**src/rtl/pipe_pkg.sv**
```systemverilog
`default_nettype none
// ============================================================================
//  Module      : pipe_pkg
//  Description : Shared helpers for the pipe_chain register chain.
//                occ_width() - bits needed to count 0..stages valid entries
//                popcount()  - number of set bits in a valid vector
//  Revision    : 1.0 - initial release
// ============================================================================
package pipe_pkg;

    // Widest valid vector popcount() accepts; callers zero-extend to this.
    localparam int c_popcount_max = 64;

    function automatic int occ_width(input int stages);
        return $clog2(stages + 1);
    endfunction

    function automatic int popcount(input logic [c_popcount_max-1:0] bits);
        int n;
        n = 0;
        for (int i = 0; i < c_popcount_max; i++) begin
            if (bits[i]) n++;
        end
        return n;
    endfunction

endpackage
`default_nettype wire

```
**src/rtl/pipe_chain_if.sv**
```systemverilog
`default_nettype none
// ============================================================================
//  Module      : pipe_chain_if
//  Description : Handshake, control and status bundle of pipe_chain.
//                master : upstream/downstream/control side (testbench, core)
//                slave  : the pipe_chain instance
//                Upstream  : in_valid_i, in_ready_o, in_data_i
//                Downstream: out_valid_o, out_ready_i, out_data_o
//                Control   : stall_i, flush_i, flush_mask_i
//                Status    : stage_valid_o, occupancy_o
//  Revision    : 1.0 - initial release
// ============================================================================
interface pipe_chain_if
    import pipe_pkg::*;
#(
    parameter int WIDTH  = 32,
    parameter int STAGES = 4
);
    localparam int c_occ_w = occ_width(STAGES);

    logic                in_valid_i;
    logic                in_ready_o;
    logic [WIDTH-1:0]    in_data_i;
    logic                out_valid_o;
    logic                out_ready_i;
    logic [WIDTH-1:0]    out_data_o;
    logic                stall_i;
    logic                flush_i;
    logic [STAGES-1:0]   flush_mask_i;
    logic [STAGES-1:0]   stage_valid_o;
    logic [c_occ_w-1:0]  occupancy_o;

    modport master (
        output in_valid_i, in_data_i, out_ready_i, stall_i, flush_i, flush_mask_i,
        input  in_ready_o, out_valid_o, out_data_o, stage_valid_o, occupancy_o
    );

    modport slave (
        input  in_valid_i, in_data_i, out_ready_i, stall_i, flush_i, flush_mask_i,
        output in_ready_o, out_valid_o, out_data_o, stage_valid_o, occupancy_o
    );

endinterface
`default_nettype wire

```
**src/rtl/pipe_stage.sv**
```systemverilog
`default_nettype none
// ============================================================================
//  Module      : pipe_stage
//  Description : One register stage: a valid bit plus a WIDTH-bit payload.
//                clk_i, rst_i   : clock, asynchronous active-low reset
//                i_en           : stage advances (loads from its source)
//                i_kill         : clears the valid bit after the advance
//                i_valid/i_data : source valid and payload
//                o_valid/o_data : registered valid and payload
//                o_valid_nxt    : next-state valid (feeds occupancy counting)
//  Revision    : 1.0 - initial release
// ============================================================================
module pipe_stage #(
    parameter int WIDTH = 32
) (
    input  wire logic             clk_i,
    input  wire logic             rst_i,
    input  wire logic             i_en,
    input  wire logic             i_kill,
    input  wire logic             i_valid,
    input  wire logic [WIDTH-1:0] i_data,
    output logic                  o_valid,
    output logic                  o_valid_nxt,
    output logic [WIDTH-1:0]      o_data
);

    logic             r_valid;
    logic [WIDTH-1:0] r_data;
    logic             w_valid_nxt;

    // Kill wins over the advance so a word entering a flushed stage is dropped.
    assign w_valid_nxt = i_kill ? 1'b0 : (i_en ? i_valid : r_valid);

    always_ff @(posedge clk_i or negedge rst_i) begin
        if (!rst_i) begin
            r_valid <= 1'b0;
            r_data  <= '0;
        end else begin
            r_valid <= w_valid_nxt;
            // Payload only moves with a real word; bubbles leave it untouched.
            if (i_en && i_valid) begin
                r_data <= i_data;
            end
        end
    end

    assign o_valid     = r_valid;
    assign o_valid_nxt = w_valid_nxt;
    assign o_data      = r_data;

endmodule
`default_nettype wire

```
**src/rtl/pipe_chain.sv**
```systemverilog
`default_nettype none
// ============================================================================
//  Module      : pipe_chain
//  Description : STAGES-deep register chain with valid/ready handshake,
//                global stall, per-stage flush and optional bubble collapse.
//                clk_i  : clock, rising edge
//                rst_i  : asynchronous active-low reset
//                bus    : pipe_chain_if slave (handshake, control, status)
//                Stage 0 is the input side, stage STAGES-1 the output side.
//  Revision    : 1.0 - initial release
// ============================================================================
module pipe_chain
    import pipe_pkg::*;
#(
    parameter int WIDTH           = 32,
    parameter int STAGES          = 4,
    parameter int BUBBLE_COLLAPSE = 1
) (
    input  wire logic  clk_i,
    input  wire logic  rst_i,
    pipe_chain_if.slave bus
);

    localparam int c_occ_w = occ_width(STAGES);

    logic [STAGES:0]    w_en_chain;
    logic [STAGES-1:0]  w_en;
    logic [STAGES-1:0]  w_kill;
    logic [STAGES-1:0]  w_src_valid;
    logic [STAGES-1:0]  w_valid_q;
    logic [STAGES-1:0]  w_valid_d;
    logic [WIDTH-1:0]   w_src_data [STAGES];
    logic [WIDTH-1:0]   w_data_q   [STAGES];
    logic               w_in_xfer;
    logic [c_occ_w-1:0] r_occupancy;

    // Enable chain, walked from the output side. In collapse mode a stage
    // may load whenever it is empty or its own content moves on, so this is
    // a deliberate combinational ripple from out_ready_i to in_ready_o.
    // Rigid mode uses one shared enable: the whole chain shifts or nothing.
    always_comb begin
        w_en_chain         = '0;
        w_en_chain[STAGES] = bus.out_ready_i;
        for (int k = STAGES - 1; k >= 0; k--) begin
            if (BUBBLE_COLLAPSE != 0) begin
                w_en_chain[k] = ~w_valid_q[k] | w_en_chain[k+1];
            end else begin
                w_en_chain[k] = bus.out_ready_i | ~w_valid_q[STAGES-1];
            end
        end
    end

    assign w_en      = w_en_chain[STAGES-1:0] & {STAGES{~bus.stall_i}};
    assign w_kill    = {STAGES{bus.flush_i}} & bus.flush_mask_i;
    assign w_in_xfer = bus.in_valid_i & w_en[0];

    for (genvar k = 0; k < STAGES; k++) begin : g_stage
        if (k == 0) begin : g_head
            assign w_src_valid[k] = w_in_xfer;
            assign w_src_data[k]  = bus.in_data_i;
        end else begin : g_body
            assign w_src_valid[k] = w_valid_q[k-1];
            assign w_src_data[k]  = w_data_q[k-1];
        end

        pipe_stage #(
            .WIDTH (WIDTH)
        ) u_stage (
            .clk_i       (clk_i),
            .rst_i       (rst_i),
            .i_en        (w_en[k]),
            .i_kill      (w_kill[k]),
            .i_valid     (w_src_valid[k]),
            .i_data      (w_src_data[k]),
            .o_valid     (w_valid_q[k]),
            .o_valid_nxt (w_valid_d[k]),
            .o_data      (w_data_q[k])
        );
    end

    // Registered count of next-state valids, so it always matches the
    // stage_valid_o vector that becomes visible after the same edge.
    always_ff @(posedge clk_i or negedge rst_i) begin
        if (!rst_i) begin
            r_occupancy <= '0;
        end else begin
            r_occupancy <= c_occ_w'(popcount(c_popcount_max'(w_valid_d)));
        end
    end

    assign bus.in_ready_o    = w_en[0];
    assign bus.out_valid_o   = w_valid_q[STAGES-1] & ~bus.stall_i;
    assign bus.out_data_o    = w_data_q[STAGES-1];
    assign bus.stage_valid_o = w_valid_q;
    assign bus.occupancy_o   = r_occupancy;

endmodule
`default_nettype wire

```
**src/flat_wrapper.sv**
```systemverilog
// flat-port wrapper written by rule: the top's interface ports become plain ports
module pipe_chain_flat import pipe_pkg::*;
#(
    parameter int WIDTH           = 32,
    parameter int STAGES          = 4,
    parameter int BUBBLE_COLLAPSE = 1
)
  (clk_i, rst_i, bus_in_valid_i, bus_in_data_i, bus_out_ready_i, bus_stall_i, bus_flush_i, bus_flush_mask_i, bus_in_ready_o, bus_out_valid_o, bus_out_data_o, bus_stage_valid_o, bus_occupancy_o);
  pipe_chain_if #(.WIDTH(WIDTH), .STAGES(STAGES)) bus_i ();
  input  wire logic clk_i;
  input  wire logic rst_i;
  input wire logic [$bits(bus_i.in_valid_i)-1:0] bus_in_valid_i;
  input wire logic [$bits(bus_i.in_data_i)-1:0] bus_in_data_i;
  input wire logic [$bits(bus_i.out_ready_i)-1:0] bus_out_ready_i;
  input wire logic [$bits(bus_i.stall_i)-1:0] bus_stall_i;
  input wire logic [$bits(bus_i.flush_i)-1:0] bus_flush_i;
  input wire logic [$bits(bus_i.flush_mask_i)-1:0] bus_flush_mask_i;
  output wire logic [$bits(bus_i.in_ready_o)-1:0] bus_in_ready_o;
  output wire logic [$bits(bus_i.out_valid_o)-1:0] bus_out_valid_o;
  output wire logic [$bits(bus_i.out_data_o)-1:0] bus_out_data_o;
  output wire logic [$bits(bus_i.stage_valid_o)-1:0] bus_stage_valid_o;
  output wire logic [$bits(bus_i.occupancy_o)-1:0] bus_occupancy_o;
  assign bus_i.in_valid_i = bus_in_valid_i;
  assign bus_i.in_data_i = bus_in_data_i;
  assign bus_i.out_ready_i = bus_out_ready_i;
  assign bus_i.stall_i = bus_stall_i;
  assign bus_i.flush_i = bus_flush_i;
  assign bus_i.flush_mask_i = bus_flush_mask_i;
  assign bus_in_ready_o = bus_i.in_ready_o;
  assign bus_out_valid_o = bus_i.out_valid_o;
  assign bus_out_data_o = bus_i.out_data_o;
  assign bus_stage_valid_o = bus_i.stage_valid_o;
  assign bus_occupancy_o = bus_i.occupancy_o;
  pipe_chain #(.WIDTH(WIDTH), .STAGES(STAGES), .BUBBLE_COLLAPSE(BUBBLE_COLLAPSE)) u_core (.clk_i(clk_i), .rst_i(rst_i), .bus(bus_i));
endmodule
```
**config.mk**
```make
export PLATFORM = sky130hd
export DESIGN_NAME = pipe_chain_flat
export DESIGN_NICKNAME = d
export VERILOG_FILES = /design/src/rtl/pipe_pkg.sv /design/src/rtl/pipe_chain_if.sv /design/src/rtl/pipe_stage.sv /design/src/rtl/pipe_chain.sv /design/src/flat_wrapper.sv
export SDC_FILE = /design/constraint.sdc
export NUM_CORES = 1
export LEC_CHECK = 0
export CORE_ASPECT_RATIO = 0.5
export CORE_MARGIN = 1.5
export CORE_UTILIZATION = 32
export CTS_CLUSTER_DIAMETER = 120
export DETAILED_ROUTE_END_ITERATION = 7
export GPL_TIMING_DRIVEN = 0
export MAX_ROUTING_LAYER = met4
export SYNTH_ARGS = -nofsm -noshare
export SYNTH_HDL_FRONTEND = slang
export SYNTH_SLANG_ARGS = --single-unit
```
**constraint.sdc**
```tcl
create_clock -name clk_i -period 2.12 [get_ports clk_i]
set_clock_uncertainty 0.05 [all_clocks]
set_input_delay 0.212 -clock clk_i [delete_from_list [all_inputs] [get_ports clk_i]]
set_output_delay 0.212 -clock clk_i [all_outputs]
set_load 0.01 [all_outputs]
```
Yosys cells after proc, flatten, opt, wreduce, memory -nomap -nowiden
Index checks and enable logic that the tools add are counted.
{ "totals": {"elab_cells": 41, "regBits": 135, "output_inout_bits": 41, "inputBits": 42} }
{ "op_classes": {"add_sub_neg": 3, "n_mux": 12, "reduce_logical": 4, "bitwise_logic": 13} }
{ "ops": {"columns": ["operator", "n"], "rows": [
  ["$mux 1", 9],
  ["$mux 3", 3],
  ["$and 4x4->4", 2],
  ["$add 3x2->3 const B", 2],
  ["$not 1->1", 5],
  ["$logic_and 1x1->1", 4],
  ["$or 1x1->1", 4],
  ["$add 1x1->2 const B", 1],
  ["$and 1x1->1", 2]
]} }

Logic depth before layout (Yosys ltp)
Gate-level depths: netlist of run 1.
{ "logic_depth": {"word_depth": 16, "depth_mapped": 10, "mapped_depth_nobuf": 9} }

Cells and area by module
Synthesis of run 1 repeated with hierarchy kept, for this count alone.
{ "hier_totals": {"hier_cells": 315, "area_unflattened_um2": 5642.9} }
{ "by_module_without_submodules": {"columns": ["mod", "area_per_inst_um2", "cells_each", "instances"], "rows": [
  ["pipe_stage", 1346.3, 71, 4],
  ["pipe_chain", 257.7, 31, 1]
]} }

Worst setup path before layout of run 1
OpenSTA, ideal clock, no wires.
{ "synth_path": {"path_type": "register to register", "startpoint": "register u_core.g_stage[1].u_stage.r_valid", "endpoint": "register u_core.r_occupancy[2] (netlist: u_core.bus.occupancy_o[2])", "period_less_slack_ps": 1947, "t_arrival_ps": 1774, "setup_ps": 123, "path_slack_ps": 173, "path_stages_with_launch": 9, "t_required_ps": 1947, "path_cell_list": "dfrtp_1 nand4b_2 o211ai_1 and2_1 ha_1 xnor2_2 ha_1 nand3_1 xor2_1"} }
{ "synth_between": {"elab_chain_cells": 14, "elab_cells_between_ends": 18, "cone_classes": "add/sub: 3; mux: 10; bitwise: 5"} }
{ "synth_lines": {"columns": ["item", "line_no", "rtl"], "rows": [
  ["from (decl)", "pipe_stage.sv:27", "logic r_valid;"],
  ["from (signal assigned)", "pipe_stage.sv:39", "r_valid <= w_valid_nxt;"],
  ["$not 1->1", "pipe_chain.sv:46", "w_en_chain[k] = ~w_valid_q[k] | w_en_chain[k+1];"],
  ["$or 1x1->1 (2 in series)", "pipe_chain.sv:46", null],
  ["$and 4x4->4", "pipe_chain.sv:53", "assign w_en = w_en_chain[STAGES-1:0] & {STAGES{~bus.stall_i}};"],
  ["$and 1x1->1", "pipe_chain.sv:55", "assign w_in_xfer = bus.in_valid_i & w_en[0];"],
  ["$mux 1 (2 in series)", "pipe_stage.sv:32", "assign w_valid_nxt = i_kill ? 1'b0 : (i_en ? i_valid : r_valid);"],
  ["$mux 1", "pipe_pkg.sv:22", "if (bits[i]) n++;"],
  ["$add 1x1->2", "pipe_pkg.sv:22", null],
  ["$mux 3", "pipe_pkg.sv:22", null],
  ["$add 3x2->3", "pipe_pkg.sv:22", null],
  ["$mux 3 *", "pipe_pkg.sv:22", null],
  ["$add 3x2->3", "pipe_pkg.sv:22", null],
  ["$mux 3 *", "pipe_pkg.sv:22", null],
  ["to (signal assigned)", "pipe_chain.sv:87", "r_occupancy <= c_occ_w'(popcount(c_popcount_max'(w_valid_d)));"],
  ["to (decl)", "pipe_chain.sv:35", "logic [c_occ_w-1:0] r_occupancy;"]
]} }
Every way passes the cells marked *; elsewhere a longest branch is shown, timed or not.
A chain may end at the register's enable or synchronous reset.

Worst setup path in the final report of run 1
{ "layout_path": {"startpoint": "register u_core.g_stage[2].u_stage.r_valid", "endpoint": "register u_core.r_occupancy[2] (netlist: u_core.bus.occupancy_o[2])"} }
{ "layout_between": {"elab_chain_cells": 15, "elab_cells_between_ends": 21, "cone_classes": "add/sub: 3; mux: 12; bitwise: 6"} }
{ "layout_lines": {"columns": ["item", "line_no"], "rows": [
  ["from (decl)", "pipe_stage.sv:27"],
  ["from (signal assigned)", "pipe_stage.sv:39"],
  ["$not 1->1", "pipe_chain.sv:46"],
  ["$or 1x1->1 (3 in series)", "pipe_chain.sv:46"],
  ["$and 4x4->4", "pipe_chain.sv:53"],
  ["$and 1x1->1", "pipe_chain.sv:55"],
  ["$mux 1 (2 in series)", "pipe_stage.sv:32"],
  ["$mux 1", "pipe_pkg.sv:22"],
  ["$add 1x1->2", "pipe_pkg.sv:22"],
  ["$mux 3", "pipe_pkg.sv:22"],
  ["$add 3x2->3", "pipe_pkg.sv:22"],
  ["$mux 3", "pipe_pkg.sv:22"],
  ["$add 3x2->3", "pipe_pkg.sv:22"],
  ["$mux 3 *", "pipe_pkg.sv:22"]
]} }
Marks and branches as above.

==> impl_metrics.env, run 1 <==
export IMPL_crit_fanout=4
export IMPL_clock_sinks=135
export IMPL_power_density_nw_per_um2=1220
export IMPL_nNetsFinal=473
export IMPL_grt_start_max_net_pins=73
export IMPL_wirelength_mm=9.71
export IMPL_crit_chain="nand4b_4 > o211ai_1 > and2_1 > ha_4 > xnor2_2 > ha_1 > nand3_1 > xor2_1"
export IMPL_yosys_top_cells_area="dfrtp_1 63%, mux2_2 20%, mux2_4 8.6%"
export IMPL_end_kind="flop"
export IMPL_grt_setup_unrepaired="false"
export IMPL_max_freq_mhz=500
export IMPL_overflow=0
export IMPL_cts_tree="done"
export IMPL_antenna_left=0
export IMPL_ys_warn_count=0
export IMPL_core_area_um2=16400
export IMPL_syn_avg_cell_area_um2=16.7
export IMPL_relSlewSlack=0.593
export IMPL_path_buf_inv=0
export IMPL_grt_pass1_wl_mm=15.6
export IMPL_period_minus_slack_ns=2.00
export IMPL_place_gp_congestion=0.743
export IMPL_worst_path_max_delay_cell="dfrtp_1"
export IMPL_final_core_util=0.436
export IMPL_tns_ns=0
export IMPL_drt_iter0_drc=136
export IMPL_syn_inst=322
export IMPL_required_ns=2.35
export IMPL_die_h_um=94.7
export IMPL_netlist_area_um2=5380
export IMPL_status="finished clean"
export IMPL_crit_arrival_ns=2.23
export IMPL_synth_area_leader_cell="dfrtp_1"
export IMPL_worstSetupPathType="flop to flop"
export IMPL_critPathMaxStageDelay_ns=0.44
export IMPL_portBuffers=81
export IMPL_htreeDepth=4
export IMPL_grt_pass1_vias=3054
export IMPL_cts_clk_slew_worst_paths_ns=0.06
export IMPL_clock_path_buffers=2
export IMPL_setup_viol=0
export IMPL_clock_latency_ns=0.40
export IMPL_via_count=2884
export IMPL_grt_util_all_layers=0.121
export IMPL_rows=33
export IMPL_startpoint_type="flop"
export IMPL_worst_pin_slew_ns=0.611
export IMPL_die_area_um2=17700
export IMPL_cts_root_buf="clkbuf_16"
export IMPL_synth_cell_types=28
export IMPL_ios=83
export IMPL_instances_no_fill=669
export IMPL_syn_to_final_growth_pct=33.1
export IMPL_drc=0
export IMPL_p_leak_nw=3.18
export IMPL_fin_crit_sh=0.943
export IMPL_wl_per_cell_um=14.5
export IMPL_cp_top_family="flip-flops"
export IMPL_maxCapViolations=0
export IMPL_viasPerCell=4.31
export IMPL_post_place_cells=631
export IMPL_final_hold_violation_count=0
export IMPL_synth_nets=366
export IMPL_antenna_cells=0
export IMPL_antenna_found_initial=0
export IMPL_first_pass_iters=4
export IMPL_start_util=0.328
export IMPL_synth_top_cell_area_share=0.627
export IMPL_dp_hpwl_mm=6.51
export IMPL_drive_above_1_share=0.432
export IMPL_synth_seq_cells=135
export IMPL_finalPower_mw=8.71
export IMPL_irDropWorstVdd_mv=0.557
export IMPL_die_w_um=186
export IMPL_ys_seq_area_frac=0.627
export IMPL_worstHoldPathType="input port to flop"
export IMPL_slew_viol_final=0
export IMPL_tritoncts_num_buffers=17
export IMPL_ff2ff_setup_slack_ns=0.12
-- layout make-up --
cell class | instances | area, um^2
Fill cell | 1502 | 9270
Sequential cell | 135 | 3380
Multi-Input combinational cell | 165 | 1850
Timing Repair Buffer | 88 | 887
Clock buffer | 19 | 443
Tap cell | 227 | 284
Buffer | 18 | 165
Clock inverter | 13 | 146
Inverter | 4 | 15.0
-- placed cells by master (no fill, tap or decap), drive strengths merged, types with 3 or more instances in the layout --
cell type / Yosys / final
inv: 4 / 7
clkbuf: 0 / 19
and2: 3 / 3
nand2b: 4 / 4
nor2: 6 / 6
clkinv: 0 / 6
nand3: 3 / 3
buf: 18 / 25
mux2: 128 / 128
clkdlybuf4s50: 0 / 80
dfrtp: 135 / 135
nand2: 4 / 4
-- flip-flops by register name, indices dropped and copies added (netlist names) --
name / flops
u_core.g_stage.u_stage.o_valid: 4
u_core.bus.occupancy_o: 3
u_core.g_stage.u_stage.o_data: 128
-- repair_timing --
| item | CTS | global route |
|---|---|---|
| buffers inserted | 2 | 3 |
| resized for setup | 1 | 2 |
| pin swaps | 1 | 3 |
| hold endpoints to repair | 63 | 0 |
| hold buffers | 1 | 0 |
| endpoints found under the setup margin | 2 | 2 |
-- final timing paths --
| path | start | end | cells past startpoint |
|---|---|---|---|
| worst min register to register | u_core.g_stage[3].u_stage.o_data[7]$_DFFE_PN0P_ | u_core.g_stage[3].u_stage.o_data[7]$_DFFE_PN0P_ | 1 |
| worst max register to register | u_core.g_stage[2].u_stage.o_valid$_DFF_PN0_ | u_core.bus.occupancy_o[2]$_DFF_PN0_ | 8 |
| worst max-delay path | u_core.g_stage[2].u_stage.o_valid$_DFF_PN0_ | u_core.bus.occupancy_o[2]$_DFF_PN0_ | 8 |
| min in group asynchronous | rst_i | u_core.bus.occupancy_o[2]$_DFF_PN0_ | 2 |
| max in group asynchronous | rst_i | u_core.g_stage[1].u_stage.o_data[24]$_DFFE_PN0P_ | 3 |
| worst min-delay path | bus_stall_i | u_core.g_stage[1].u_stage.o_valid$_DFF_PN0_ | 3 |
-- per-layer routing --
metal  global-route usage  vias to the layer above  part of all wire
met5                    -                        -                 0
met4               0.0467                        0            0.0095
met3               0.0338                        8             0.032
met2                0.194                       25              0.50
met1                0.146                     1499              0.46
li1                     -                     1352                 -
-- per-stage QoR --
| stage | cell area, um^2 | setup WS, ns | hold WS (ns) |
|---|---|---|---|
| after global routing | 7170 | 0.00638 | 0.272 |
| after floorplan | 5380 | 0.173 | -0.134 |
| after global placement | 6480 | -4.65 | 0.426 |
| after detailed placement | 6510 | -0.352 | 0.198 |
| after CTS | 7120 | 0.00235 | 0.199 |
| final | 7170 | 0.121 | 0.261 |
-- synthesized netlist by cell type --
cell type / instances
dfrtp_1: 135
mux2_2: 96
mux2_4: 31
buf_4: 10
buf_6: 8
inv_1: 4
nand2_1: 4
nor2_1: 4
and2_1: 3
nand2b_1: 3
nand3_1: 3
ha_1: 2
nand3b_1: 2
nor2_2: 2
xor2_1: 2
a211oi_1: 1
a21oi_2: 1
a22oi_1: 1
a32o_1: 1
mux2_1: 1
mux2i_1: 1
nand2b_4: 1
nand4b_2: 1
nor2b_1: 1
o211ai_1: 1
o21ai_0: 1
o31ai_1: 1
xnor2_2: 1
-- where the power goes --
| part | switching, mW | leakage, nW | total (mW) | internal (mW) |
|---|---|---|---|---|
| Clock | 1.13 | 0.284 | 2.90 | 1.78 |
| Combinational | 0.622 | 1.26 | 1.94 | 1.31 |
| Sequential | 0.416 | 1.64 | 3.87 | 3.46 |
| Total | 2.16 | 3.18 | 8.71 | 6.55 |
-- worst register-to-register path, cell delays in order, from the launching register on --
cell and delay, ns:
dfrtp_1 0.44, nand4b_4 0.15, o211ai_1 0.25, and2_1 0.21, ha_4 0.22, xnor2_2 0.15, ha_1 0.17, nand3_1 0.07
xor2_1 0.18
-- cells by family after synthesis --
family,after synthesis,synth area share
compound gates,7,0.00999
xor+xnor,3,0.00628
fa+ha+maj,2,0.00465
buf+inv,22,0.0335
flops,135,0.627
mux,129,0.291
simple gates,24,0.0270
No activity file was read; power rests on OpenSTA's default activity.
==> run 2, diff against run 1 <==
- CORE_UTILIZATION: 32 -> 30
- CTS_BUF_LIST: unset -> sky130_fd_sc_hd__clkbuf_8
==> run 2 against run 1 <==
Effect of this change: global-route usage is 0.65 points lower; total power shrank 8.6%; highest routed layer unchanged; count of clock-buffer cells in the layout down 1; first-iteration DRC count is 43% lower; wire length shrank 0.64%; critical path type unchanged; final cell count grew 0.90%; register-to-register slack worse by 0.03 ns.
==> impl_metrics.env, run 2 (synthesis results as in run 1) <==
export IMPL_seqPwrFrac=0.483
export IMPL_required_ns=2.37
export IMPL_viasPerCell=4.18
export IMPL_p_int_mw=5.95
export IMPL_p_switching_mw=2.02
export IMPL_nFillCells=1612
export IMPL_die_w_um=192
export IMPL_worstHoldPathType="input port to asynchronous set/reset pin"
export IMPL_p_clk_frac=0.273
export IMPL_irDropWorstVdd_mv=0.387
export IMPL_largest_reg_flops=128
export IMPL_crit_arrival_ns=2.28
export IMPL_swShare=0.253
export IMPL_final_hold_violation_count=0
export IMPL_fin_crit_sh=0.957
export IMPL_portBuffers=81
export IMPL_core_area_um2=17500
export IMPL_rows=34
export IMPL_die_h_um=97.7
export IMPL_drc=0
export IMPL_syn_to_final_growth_pct=29.8
export IMPL_power_density_nw_per_um2=1140
export IMPL_start_util=0.308
export IMPL_worst_pin_slew_ns=0.503
export IMPL_antenna_left=0
export IMPL_setup_viol=0
export IMPL_clock_path_buffers=2
export IMPL_grt_pass1_vias=2993
export IMPL_nNetsFinal=473
export IMPL_cts_clk_slew_worst_paths_ns=0.08
export IMPL_timing_hold_ws_ns=0.188
export IMPL_htreeDepth=4
export IMPL_tritoncts_num_buffers=17
export IMPL_p_leak_nw=3.09
export IMPL_maxCapViolations=0
export IMPL_clock_sinks=135
export IMPL_relSlewSlack=0.665
export IMPL_drt_iter0_drc=77
export IMPL_status="finished clean"
export IMPL_grt_start_max_net_pins=102
export IMPL_startpoint_type="flop"
export IMPL_place_gp_congestion=0.750
export IMPL_final_cell_mix="134 x dfrtp_1, 96 x mux2_2, 80 x clkdlybuf4s50_1"
export IMPL_max_freq_mhz=493
export IMPL_wirelength_mm=9.65
export IMPL_antenna_cells=0
export IMPL_crit_fanout=4
export IMPL_via_count=2824
export IMPL_antenna_found_initial=0
export IMPL_ios=83
export IMPL_pwr_share_comb=0.244
export IMPL_first_pass_iters=3
export IMPL_final_common_cell="dfrtp_1"
export IMPL_dp_hpwl_mm=6.52
export IMPL_grt_util_all_layers=0.114
export IMPL_die_area_um2=18800
export IMPL_clock_latency_ns=0.42
export IMPL_slew_viol_final=0
export IMPL_cts_tree="done"
export IMPL_period_minus_slack_ns=2.03
export IMPL_cts_root_buf="clkbuf_8"
export IMPL_drive_above_1_share=0.431
export IMPL_overflow=0
export IMPL_end_kind="flop"
export IMPL_wl_per_cell_um=14.3
export IMPL_final_core_util=0.400
export IMPL_worstSetupPathType="flop to flop"
export IMPL_grt_pass1_wl_mm=15.9
## run 2: path summary, 6_finish.rpt
kind | start | to | slack [ns] | depth (start not counted)
worst min-delay path | rst_i | u_core.g_stage[2].u_stage.o_data[21]$_DFFE_PN0P_ | 0.19 | 2
worst max register to register | u_core.g_stage[1].u_stage.o_valid$_DFF_PN0_ | u_core.bus.occupancy_o[2]$_DFF_PN0_ | 0.09 | 8
max in group asynchronous | rst_i | u_core.g_stage[1].u_stage.o_valid$_DFF_PN0_ | 1.02 | 3
worst max-delay path | u_core.g_stage[1].u_stage.o_valid$_DFF_PN0_ | u_core.bus.occupancy_o[2]$_DFF_PN0_ | 0.09 | 8
min in group clk_i | bus_stall_i | u_core.g_stage[1].u_stage.o_valid$_DFF_PN0_ | 0.26 | 3
worst min register to register | u_core.g_stage[2].u_stage.o_data[7]$_DFFE_PN0P_ | u_core.g_stage[3].u_stage.o_data[7]$_DFFE_PN0P_ | 0.44 | 1
## run 2: per-layer routing
| metal | global-route usage | part of all wire | up-vias |
|---|---|---|---|
| li1 | - | - | 1340 |
| met1 | 0.143 | 0.46 | 1448 |
| met2 | 0.175 | 0.49 | 28 |
| met3 | 0.0318 | 0.038 | 8 |
| met4 | 0.0429 | 0.012 | 0 |
| met5 | - | 0 | - |
## run 2: layout make-up
type	count	area, um^2	share of cell area
Timing Repair Buffer	88	887	0.127
Inverter	4	15.0	0.00215
Clock buffer	18	248	0.0354
Clock inverter	13	156	0.0224
Buffer	18	165	0.0236
Tap cell	234	293	0.0419
Multi-Input combinational cell	165	1850	0.264
Sequential cell	135	3380	0.483
## run 2: timing repair
action,4_1_cts,5_1_grt
resized for setup,1,2
endpoints found under the hold margin,34,0
hold buffers,1,0
endpoints found under the setup margin,2,2
buffers inserted,3,2
pin swaps,2,3
## run 2: per-stage QoR
| stage | instances | cell area, um^2 | TNS, ns | power (mW) | setup WS (ns) |
|---|---|---|---|---|---|
| floorplan | 322 | 5380 | 0 | 4.91 | 0.173 |
| global placement | 637 | 6490 | -617.49 | 5.81 | -4.58 |
| detailed placement | 638 | 6520 | -0.820 | 5.87 | -0.389 |
| CTS | 673 | 6950 | 0 | 8.09 | 0.0267 |
| global route | 675 | 6990 | -0.0518 | 8.44 | -0.0369 |
| finish | 675 | 6990 | 0 | 7.97 | 0.0912 |
## run 2: power by group through the flow
stage,registers [mW],clock network [mW],logic (mW)
3_3_place_gp,3.91,0,1.90
5_1_grt,3.99,2.36,2.09
3_5_place_dp,3.92,0,1.95
6_report,3.85,2.17,1.94
2_1_floorplan,3.94,0,0.973
4_1_cts,3.86,2.26,1.97
## run 2: critical path, cell delays in order, from the launching register on
cell and delay [ns]:
dfrtp_2 0.43, nand4b_4 0.14, o211ai_1 0.26, and2_1 0.21
ha_4 0.22, xnor2_2 0.18, ha_1 0.17, nand3_1 0.07
xor2_1 0.18
==> run 3, diff against run 2 <==
- CTS_BUF_LIST: sky130_fd_sc_hd__clkbuf_8 -> sky130_fd_sc_hd__clkbuf_4
- clock period: 2.12 -> 2.3 ns (I/O delays scaled with it)
==> run 3 against run 2 <==
Effect of this change: die area unchanged; via count about the same; combinational power decreased by 9%; final cell count decreased by 0.44%.
==> impl_metrics.env, run 3 (synthesis results as in run 1) <==
export IMPL_status="finished clean"
export IMPL_clock_latency_ns=0.50
export IMPL_antenna_left=0
export IMPL_grt_start_max_net_pins=102
export IMPL_period_minus_slack_ns=2.16
export IMPL_grt_util_all_layers=0.113
export IMPL_core_area_um2=17500
export IMPL_path_buf_inv=0
export IMPL_maxCapViolations=0
export IMPL_critPathMaxStageDelay_ns=0.43
export IMPL_p_leak_nw=3.01
export IMPL_slew_viol_final=0
export IMPL_drc=0
export IMPL_finalPower_mw=6.92
export IMPL_design_area_um2=6830
export IMPL_irDropWorstVdd_mv=0.257
export IMPL_post_place_cells=638
export IMPL_die_h_um=97.7
export IMPL_place_gp_congestion=0.750
export IMPL_crit_arrival_ns=2.49
export IMPL_final_core_util=0.391
export IMPL_fin_ws_ns=0.144
export IMPL_wl_per_cell_um=14.2
export IMPL_rows=34
export IMPL_fin_crit_sh=0.937
export IMPL_grt_pass1_wl_mm=15.8
export IMPL_dp_hpwl_mm=6.52
export IMPL_cts_clk_slew_worst_paths_ns=0.12
export IMPL_clock_sinks=135
export IMPL_worst_pin_slew_ns=0.503
export IMPL_clock_path_buffers=2
export IMPL_tns_ns=0
export IMPL_final_cell_mix="132 x dfrtp_1, 96 x mux2_2, 80 x clkdlybuf4s50_1"
export IMPL_largest_reg_flops=128
export IMPL_cp_top_family="adder cells"
export IMPL_first_pass_iters=3
export IMPL_tritoncts_num_buffers=17
export IMPL_final_hold_violation_count=0
export IMPL_startpoint_type="flop"
export IMPL_worstSetupPathType="flop to flop"
export IMPL_antenna_found_initial=0
export IMPL_multiInputGateArea_um2=1830
export IMPL_worst_path_max_delay_cell="dfrtp_2"
export IMPL_cts_root_buf="clkbuf_4"
export IMPL_dpl_cell_area_um2=6520
export IMPL_syn_to_final_growth_pct=26.9
export IMPL_pre_cts_ws_ns=-0.227
export IMPL_timing_hold_ws_ns=0.122
export IMPL_viasPerCell=4.20
export IMPL_ff2ff_setup_slack_ns=0.14
export IMPL_relSlewSlack=0.664
export IMPL_nNetsFinal=469
export IMPL_start_util=0.308
export IMPL_max_freq_mhz=464
export IMPL_grt_pass1_vias=2978
export IMPL_htreeDepth=4
export IMPL_overflow=0
export IMPL_required_ns=2.63
export IMPL_grt_setup_unrepaired="false"
export IMPL_power_density_nw_per_um2=1010
export IMPL_via_count=2825
export IMPL_die_w_um=192
export IMPL_ios=83
export IMPL_die_area_um2=18800
export IMPL_wirelength_mm=9.55
export IMPL_crit_fanout=4
export IMPL_final_common_cell="dfrtp_1"
export IMPL_crit_chain="nand4b_2 > o211ai_1 > and2_1 > ha_1 > xnor2_2 > ha_1 > nand3_1 > xor2_1"
export IMPL_portBuffers=81
export IMPL_drive_above_1_share=0.428
export IMPL_seq_area_um2=3380
export IMPL_end_kind="flop"
export IMPL_worstHoldPathType="input port to asynchronous set/reset pin"
export IMPL_instances_no_fill=672
export IMPL_setup_viol=0
export IMPL_cts_tree="done"
export IMPL_cp_common_cell="ha_1"
export IMPL_nFillCells=1646
export IMPL_drt_iter0_drc=91
-- run 3: cell count changes in the layout (fill, tap and decap cells not counted) --
cell      change
ha_4          -1
diode_2       +1
dfrtp_2       +2
clkinv_1      +1
inv_1         -1
dfrtp_1       -2
clkbuf_8     -18
buf_4         -4
nand4b_4      -1
nand4b_2      +1
clkbuf_4     +18
ha_1          +1
-- run 3: path summary, 6_finish.rpt --
| check | startpoint | endpoint | cells after the start |
|---|---|---|---|
| max reg2reg | u_core.g_stage[1].u_stage.o_valid$_DFF_PN0_ | u_core.bus.occupancy_o[2]$_DFF_PN0_ | 8 |
| min in group clk_i | bus_stall_i | u_core.g_stage[0].u_stage.o_valid$_DFF_PN0_ | 4 |
| max | u_core.g_stage[1].u_stage.o_valid$_DFF_PN0_ | u_core.bus.occupancy_o[2]$_DFF_PN0_ | 8 |
| min | rst_i | u_core.g_stage[2].u_stage.o_data[21]$_DFFE_PN0P_ | 2 |
| min reg2reg | u_core.g_stage[1].u_stage.o_data[31]$_DFFE_PN0P_ | u_core.g_stage[2].u_stage.o_data[31]$_DFFE_PN0P_ | 1 |
| max in group asynchronous | rst_i | u_core.g_stage[3].u_stage.o_valid$_DFF_PN0_ | 3 |
-- run 3: where the power goes --
| part | internal [mW] | total [mW] | switching, mW |
|---|---|---|---|
| logic | 1.20 | 1.77 | 0.572 |
| registers | 3.17 | 3.54 | 0.370 |
| clock network | 0.755 | 1.60 | 0.850 |
-- run 3: metal layers --
| layer | track usage | wire (um) |
|---|---|---|
| met5 | - | 0 |
| met4 | 0.0376 | 68 |
| met3 | 0.0350 | 383 |
| met2 | 0.175 | 4720 |
| met1 | 0.141 | 4380 |
-- run 3: what timing repair did --
action	4_1_cts	5_1_grt
hold endpoints to repair	109	0
gates resized for setup	0	3
hold buffers	1	0
setup buffers	0	1
setup endpoints to repair	0	2
-- run 3: final cells by class --
class / instances / share of cell area
inverter: 4 / 0.00220
antenna: 1 / 0.000366
clock buffer: 18 / 0.0198
multi-input combinational: 165 / 0.267
buffer: 18 / 0.0242
sequential: 135 / 0.495
clock inverter: 13 / 0.0229
timing repair buffer: 84 / 0.125
tap: 234 / 0.0429
==> edit: new RTL, settings of run 1 <==
`STAGES` is set to 4 in 3 places; all go to 8.
--- a/src/rtl/pipe_chain_if.sv
+++ b/src/rtl/pipe_chain_if.sv
@@ -14,7 +14,7 @@
     import pipe_pkg::*;
 #(
     parameter int WIDTH  = 32,
-    parameter int STAGES = 4
+    parameter int STAGES = 8
 );
     localparam int c_occ_w = occ_width(STAGES);
 
--- a/src/rtl/pipe_chain.sv
+++ b/src/rtl/pipe_chain.sv
@@ -13,7 +13,7 @@
     import pipe_pkg::*;
 #(
     parameter int WIDTH           = 32,
-    parameter int STAGES          = 4,
+    parameter int STAGES          = 8,
     parameter int BUBBLE_COLLAPSE = 1
 ) (
     input  wire logic  clk_i,
--- a/src/flat_wrapper.sv
+++ b/src/flat_wrapper.sv
@@ -2,7 +2,7 @@
 module pipe_chain_flat import pipe_pkg::*;
 #(
     parameter int WIDTH           = 32,
-    parameter int STAGES          = 4,
+    parameter int STAGES          = 8,
     parameter int BUBBLE_COLLAPSE = 1
 )
   (clk_i, rst_i, bus_in_valid_i, bus_in_data_i, bus_out_ready_i, bus_stall_i, bus_flush_i, bus_flush_mask_i, bus_in_ready_o, bus_out_valid_o, bus_out_data_o, bus_stage_valid_o, bus_occupancy_o);
Interface: changed (resized bus_flush_mask_i, bus_occupancy_o and bus_stage_valid_o); port bits go from 83 to 92. The function was not compared with the original's and may differ.
==> edit against run 1 <==
The flow now finishes with violations (negative setup slack); final area up 94%; area after synthesis up 100%; setup slack worse by 2.3 ns; wire length up 120%; total power up 52%; sequential cell count up 133; die area up 98%; largest cell class unchanged.
==> edit: results (changes against run 1) <==
| Metric | Value |
|---|---|
| Status | complete, but fails checks (was finished, final reports clean) |
| Failing checks | negative setup slack |
| First-pass GRT wire length | 34,160 um (was 15,630 um) |
| Leakage power | 6.484 nW (was 3.180 nW) |
| GRT Resource Usage Total | 12.39% (was 12.06%) |
| Signal buffers | 180 (was 106) |
| Peak supply drop | 469.1 uV (was 557.5 uV) |
| Ys Warns | 0 (unchanged) |
| GP Congestion | 0.8169 (was 0.7426) |
| CP max-delay cell | dfrtp_1 (unchanged) |
| Number of CTS-inserted buffers | 27 (was 17) |
| Register area share after synthesis | 62.15% (was 62.75%) |
| Comb_multi_in | 386 (was 165) |
| DR iter-0 viols | 295 (was 136) |
| Pint | 10.12 mW (was 6.548 mW) |
| CP max stage delay | 0.48 ns (was 0.44 ns) |
| Count of clock-net buffers in the final layout | 32 (was 19) |
| Clock-cell share | 6.403% (was 8.223%) |
| Flip-flop and latch area | 6708 sq um (was 3379 sq um) |
| Vias in the first global route | 6,393 (was 3,054) |
| Final HPWL DP | 13,560 um (was 6514 um) |
| Post-synth cell types | 58 (was 28) |
| Detailed-route via count | 6,161 (was 2,884) |
| Pre-CTS setup slack | -2.722 ns (was -0.3524 ns) |
| Via density | 4.625 (was 4.311) |
| Clk Latency, worst-skew pair | 0.53 ns (was 0.40 ns) |
| Fraction of layout cells with a size suffix above 1 | 49.27% (was 43.21%) |
| Final worst setup slack | -2.158 ns (was 0.1213 ns) |
| Routed WL | 21,070 um (was 9709 um) |
| Max reg flops | 256 (was 128) |
| Mean Syn Cell Area | 15.33 sq um (was 16.72 sq um) |
| Max clock buf depth | 3 (was 2) |
| CP startpoint | u_core.g_stage[0].u_stage.o_valid (was u_core.g_stage[2].u_stage.o_valid) |
| 1st-pass router iterations | 4 (unchanged) |
| CP Data Arrival Time | 4.63 ns (was 2.23 ns) |
| Largest cells by area after synthesis | dfrtp_1, mux2_2, xnor2_1 (was dfrtp_1, mux2_2, mux2_4) |
| H-tree levels | 1 (was 4) |
| Number of setup violations in the final report | 4 (was 0) |
| # nets final | 923 (was 473) |
| Placed insts | 1,238 (was 631) |
| Worst Reg-to-Reg Cells | 17 (was 8) |
| Ys async rst share | 100.0% (unchanged) |
| Initial antenna violation count | 0 (unchanged) |
| Worst setup path endpoint | u_core.bus.occupancy_o[1] (was u_core.bus.occupancy_o[2]) |
| Setup TNS | -7.074 ns (was 0 ns) |
| Top cells by count, synth | dfrtp_1, mux2_2, buf_1 (was dfrtp_1, mux2_2, mux2_4) |
| Port bufs | 91 (was 81) |
| Largest net degree at the start of global routing | 131 (was 73) |
| Area of the multi-input gates | 4091 sq um (was 1847 sq um) |
| Syn_nets | 756 (was 366) |
| Worst min path class | input pin to async pin (was input pin to flop) |
| Inverters | 8 (was 4) |
| Non-clock buffer share | 11.86% (was 14.68%) |
| Filler cells | 2,994 (was 1,502) |
| Tightest Pin Transition | 0.6970 ns (was 0.6110 ns) |
| Number of clock sinks | 268 (was 135) |
| Critical path fanouts, max | 9 (was 4) |
-- edit: cell count changes in the layout (fill, tap and decap cells not counted), moves of 6 or more --
cell             delta
dfrtp_1           +133
a21oi_1             +6
buf_2              +16
mux2_2            +160
clkbuf_16          +11
nand2_1             +8
clkinv_2            +7
buf_4              +38
nor2b_1             +7
mux2_4             -29
clkdlybuf4s50_1     +9
-- edit: power groups by stage --
stage | Sequential [mW] | Combinational (mW) | Clock [mW]
floorplan | 6.58 | 1.24 | 0
global placement | 6.76 | 1.55 | 0
detailed placement | 6.79 | 1.64 | 0
CTS | 6.70 | 1.73 | 4.90
global route | 6.84 | 1.98 | 5.12
finish | 6.68 | 1.80 | 4.76
-- edit: metrics by stage --
stage / hold WS (ns) / instance area [sq um]
final: 0.09343 / 13930
after global routing: 0.1076 / 13930
after detailed placement: 0.04428 / 12370
after floorplan: -0.1336 / 10840
after CTS: 0.08682 / 13640
after global placement: 0.4334 / 12310
-- edit: routing by layer --
metal / global-route usage (%) / wire length, um
met4: 4.393 / 533
met5: - / 0
met3: 2.457 / 827
met2: 20.10 / 10340
met1: 15.50 / 9375
-- edit: what timing repair did --
action	CTS	global route
resized for setup	49	38
pin swaps	11	26
endpoints found under the hold margin	268	0
hold buffers	1	0
endpoints found under the setup margin	247	163
buffers inserted	35	15
gates cloned	0	1
-- edit: worst max-delay path: cells and delay by family, from the launching register on --
kind	cells	cell delay, ns
AO/OA/AOI/OAI	5	1.03
adder cells (fa/ha/maj)	4	0.93
multiplexers	4	0.91
flip-flops	1	0.48
AND/OR/NAND/NOR	2	0.48
XOR/XNOR	2	0.29
-- edit: cells by family after synthesis --
kind of cell,synth area share (%)
mux,27.24
simple gates,3.061
compound gates,3.142
flops,62.15
buf+inv,2.331
fa+ha+maj,0.6957
xor+xnor,1.380
